## src/rtl/fetch_ctrl.sv

```systemverilog
// Fetch-stage sequencer: owns the program counter, arbitrates the shared
// memory between fetch and data access, and steers the IF/ID pipe register.
module fetch_ctrl #(
  parameter int                    REGI_BITS = 4,
  parameter int                    REGI_SIZE = 16,
  parameter logic [REGI_SIZE-1:0]  RESET_PC  = '0
) (
  input  logic                 clk_i,
  input  logic                 rst_i,
  input  logic                 branch_taken_i,
  input  logic [REGI_SIZE-1:0] branch_target_i,
  input  logic                 stall_i,
  input  logic                 halt_i,
  input  logic                 dmem_req_i,
  output logic [REGI_SIZE-1:0] pc_o,
  output logic                 imem_en_o,
  output logic                 dmem_gnt_o,
  output logic                 ifid_en_o,
  output logic                 ifid_flush_o,
  output logic                 halted_o,
  output logic [REGI_SIZE-1:0] stall_cnt_o
);

  // REGI_BITS only travels through to the fetch stage; it is sanity-checked here.
  if (REGI_BITS < 1) begin : g_bad_regi_bits
    $error("fetch_ctrl: REGI_BITS must be at least 1");
  end

  typedef enum logic [1:0] {
    S_IDLE = 2'd0,
    S_RUN  = 2'd1,
    S_HALT = 2'd2
  } state_t;

  state_t               state, next_state;
  logic [REGI_SIZE-1:0] pc_next;
  logic                 cnt_inc;
  logic                 fetch_ok;

  always_comb begin
    // NOTE: every signal gets a default first so no path leaves it unassigned,
    // which would otherwise infer a latch.
    next_state   = state;
    pc_next      = pc_o;
    cnt_inc      = 1'b0;
    fetch_ok     = 1'b0;
    imem_en_o    = 1'b0;
    dmem_gnt_o   = 1'b0;
    ifid_en_o    = 1'b1;
    ifid_flush_o = 1'b1;

    unique case (state)
      S_IDLE: begin
        next_state = S_RUN;
      end

      S_RUN: begin
        // Priority: branch > halt > data access > stall > fetch.
        fetch_ok     = !branch_taken_i && !halt_i && !dmem_req_i && !stall_i;
        imem_en_o    = fetch_ok;
        dmem_gnt_o   = dmem_req_i;
        ifid_en_o    = !stall_i || branch_taken_i;
        ifid_flush_o = ifid_en_o && !fetch_ok;

        if (branch_taken_i) begin
          pc_next = branch_target_i;
        end else if (halt_i) begin
          next_state = S_HALT;
        end else if (dmem_req_i || stall_i) begin
          cnt_inc = 1'b1;
        end else begin
          pc_next = pc_o + 1'b1;
        end
      end

      S_HALT: begin
        dmem_gnt_o   = dmem_req_i;
        ifid_en_o    = !stall_i;
        ifid_flush_o = !stall_i;
      end

      default: begin
        next_state = S_IDLE;
      end
    endcase
  end

  // NOTE: state registers use non-blocking assignments so every flop samples
  // the pre-edge values regardless of statement order.
  always_ff @(posedge clk_i or posedge rst_i) begin
    if (rst_i) begin
      state       <= S_IDLE;
      pc_o        <= RESET_PC;
      stall_cnt_o <= '0;
    end else begin
      state <= next_state;
      pc_o  <= pc_next;
      if (cnt_inc && (stall_cnt_o != '1)) begin
        stall_cnt_o <= stall_cnt_o + 1'b1;
      end
    end
  end

  assign halted_o = (state == S_HALT);

endmodule

```

## config.mk

```make
export PLATFORM = sky130hd
export DESIGN_NAME = fetch_ctrl
export DESIGN_NICKNAME = d
export VERILOG_FILES = /design/src/rtl/fetch_ctrl.sv
export SDC_FILE = /design/constraint.sdc
export NUM_CORES = 1
export LEC_CHECK = 0
export BUFFER_PORTS_ARGS = -buffer_cell sky130_fd_sc_hd__buf_2
export CAP_MARGIN = 0
export CORE_MARGIN = 4
export CORE_UTILIZATION = 54
export CTS_BUF_LIST = sky130_fd_sc_hd__clkbuf_4 sky130_fd_sc_hd__clkbuf_8
export DETAILED_ROUTE_END_ITERATION = 7
export GPL_ROUTABILITY_DRIVEN = 0
export PLACE_DENSITY = 0.82
export SETUP_SLACK_MARGIN = 0.02
export SLEW_MARGIN = 20
export SYNTH_ARGS = -nofsm -noshare
export SYNTH_HDL_FRONTEND = slang
export SYNTH_SLANG_ARGS = --single-unit
```

## constraint.sdc

```tcl
create_clock -name clk_i -period 2.2 [get_ports clk_i]
set_input_delay 0.11 -clock clk_i [delete_from_list [all_inputs] [get_ports clk_i]]
set_output_delay 0.11 -clock clk_i [all_outputs]
set_load 0.02 [all_outputs]
```

==> impl_metrics.yaml <==
sta:
  fmax_ghz: 0.519
  period_needed_ns: 1.93
  fin_skew_ns: 0.00651
  worst_pin_slew_ns: 0.554
  slew_viol_final: 0
  slew-limit-headroom: 0.628
  hold_violations: 0
  setup_viol: 0
  min_period_over_period: 0.875
  rsz0062_at_grt: "no"
  fin_tns_setup_ns: 0
global_routing:
  antenna_found_initial: 0
  grt_pass1_wl_mm: 8.42
  grt_max_degree: 35
  use_met2: 0.312
  met3_usage: 0.0518
  grt_pass1_vias: 1818
  grt_overflow: 0
  use_met1: 0.301
  grt_usage: 0.212
  top_usage_layer: "met2"
logic_synthesis:
  synth_area_leaders: "dfrtp_1 (41%), xor2_1 (4.2%), a21oi_1 (3.4%), ha_1 (3.0%), nand4_1 (3.0%)"
  seq_area_frac_synth: 0.412
  synth_area_per_cell_um2: 8.98
  synth_nets: 257
  yosysTopAreaCell: "dfrtp_1"
  synth.yosys.warnings: 0
  synth_ff_type: "dfrtp_1"
  netlist.area_leader.share: 0.412
  synth_edf_count: 0
  syn_inst: 230
  ys_ff_latch: 34
  synthDistinctLibCells: 48
  synthArstFlopShare: 1.00
  syn-cell-area_um2: 2070
  yosys-top-cells-count: "dfrtp_1 (34), nor2_1 (16), nand2_1 (15)"
  yosysMostFrequentCell: "dfrtp_1"
die:
  core_region_area_um2: 3690
  die_y_um: 69.9
  ios: 59
  start_util: 0.560
  die_area_um2: 4880
  num_rows: 22
  die_w_um: 69.9
worst_setup_path:
  slowest_stage: "dfrtp_1"
  cp_num_buf_inv: 0
  worstPathMaxFanout: 10
  worstSetupStartpointType: "register"
  worstPathCellList: "ha_1, nand3_1, nor4_2, nor2_2, mux2_4"
  r2r-start: "stall_cnt_o[0]"
  crit_path_end_kind: "register"
  crit_family: "simple AND/OR/NAND/NOR gates"
  arrival_ns: 2.09
  rr_worst_depth: 5
  worst-setup-path-type: "register to register"
  crit_start: "stall_cnt_o[0]"
  critPathMaxStageDelay_ns: 0.46
  required_ns: 2.37
  cp.depth: 5
outcome:
  status: "finished clean"
cts:
  cts_inserted_buffers: 5
  clk_pin_slew_ns: 0.07
  clock_latency_ns: 0.29
  cts_tree: "done"
  htreeDepth: 2
  cts.sinks: 34
  root_buffer: "clkbuf_8"
  cts_buffer_depth: 2
route:
  post_drt_via_cell_ratio: 5.94
  antenna_left: 0
  wire_per_inst_um: 14.9
  drt_iter0_markers: 161
  dr.pass1.iters: 4
  vias: 2032
  drc_errors: 0
  wl_mm: 5.09
finish:
  diodes: 0
  area_growth_pct: 22.5
  n_fill_cell: 304
  nets: 320
  stdcell_count: 342
  drive_gt1_frac: 0.259
min_path:
  min_from: "branch_target_i[14]"
  hold_depth: 3
  min_path_type: "primary input to register"
power_and_ir_drop:
  pwr-share-seq: 0.376
  sw_frac_of_total: 0.455
  power.density_nw_per_um2: 1150
  power_frac_comb: 0.455
  ir_drop_uv: 736
  power_leakage_nw: 1.23
  clockPowerShare: 0.168
  p_switching_mw: 1.32
  internal_power_mw: 1.58
placed_design:
  portBuffers: 58
  placed_cells: 333
  dp_hpwl_mm: 3.71
flow_run:
  maxCapViolCount: 0
[layer usage]
layer	vias to the layer above	part of all wire
met5	-	0
li1	988	-
met2	83	0.45
met4	0	0.020
met1	948	0.45
met3	13	0.077
[path summary, 6_finish.rpt]
kind	to	slack, ns
worst min-delay path	pc_o[14]	0.04
worst max-delay path	stall_cnt_o[1]	0.27
worst min register to register	stall_cnt_o[5]	0.51
min in group asynchronous	stall_cnt_o[1]	0.46
max in group asynchronous	stall_cnt_o[2]	1.43
worst max register to register	stall_cnt_o[1]	0.27
[logic make-up after synthesis]
group,synth area share
muxes,0.0224
DFF,0.412
adders and majority gates,0.0303
buffers and inverters,0.0376
xor gates and xnor gates,0.0551
and+or+nand+nor,0.277
AOI/OAI and AO/OA,0.165
[power groups by stage]
stage	combinational (mW)	clock (mW)	sequential, mW
5_1_grt	1.44	0.528	1.13
4_1_cts	1.32	0.497	1.09
3_3_place_gp	1.29	0	1.09
2_1_floorplan	0.689	0	1.27
6_report	1.32	0.489	1.09
3_5_place_dp	1.32	0	1.10
[tightest hold or removal path: cells and delay by family]
kind | cells | cell delay (ns)
simple gates | 2 | 0.12
buf+inv | 1 | 0.07
[area by class of cell]
cell class / instances / area, um2 / area share
multi-input cells: 176 / 1140 / 0.450
flip-flops and latches: 34 / 851 / 0.336
repair buffers: 65 / 345 / 0.136
clock buffers: 7 / 90.1 / 0.0356
well taps: 48 / 60.1 / 0.0237
inverters: 11 / 41.3 / 0.0163
clock inverters: 1 / 5.00 / 0.00198
[registers in the layout, summed over array words and instances, names as in the netlist]
signal and cells:
state 2, pc_o 16, stall_cnt_o 16
[placed cells by master (no fill, tap or decap), types with 2 or more instances in the layout]
cell / count
clkbuf_8: 6
nand2_1: 15
xnor2_1: 3
o31ai_1: 3
o2bb2ai_1: 2
buf_4: 6
o22ai_1: 2
inv_1: 11
nor4_1: 6
buf_2: 58
or4_1: 3
o21ai_1: 9
nand4b_1: 2
a21oi_1: 14
nand3_1: 11
o21a_1: 2
nand3b_1: 2
o21ai_0: 6
o22a_1: 2
nand2b_1: 3
a22o_1: 2
dfrtp_1: 34
a311oi_1: 5
mux2i_1: 2
nand4_1: 10
nor2_1: 16
ha_1: 5
and3_1: 7
and2_1: 2
and4_1: 6
xor2_1: 10
nor3_1: 10
[timing repair]
item | in CTS | in global routing
hold buffers | 1 | 0
resized for setup | 0 | 0
setup buffers | 0 | 0
setup endpoints to repair | 0 | 0
hold endpoints to repair | 34 | 0
[through the flow]
step | total power [mW] | util | cell area (um2) | hold slack, ns | worst slack, ns
floorplan | 1.96 | - | 2070 | 0.251 | 0.241
CTS | 2.91 | 0.686 | 2530 | 0.0404 | 0.292
global placement | 2.38 | 0.657 | 2420 | 0.226 | 0.360
finish | 2.90 | 0.686 | 2530 | 0.0422 | 0.275
detailed placement | 2.41 | 0.657 | 2420 | 0.230 | 0.293
global route | 3.09 | 0.686 | 2530 | 0.0408 | 0.116
(Power assumes the default switching activity.)
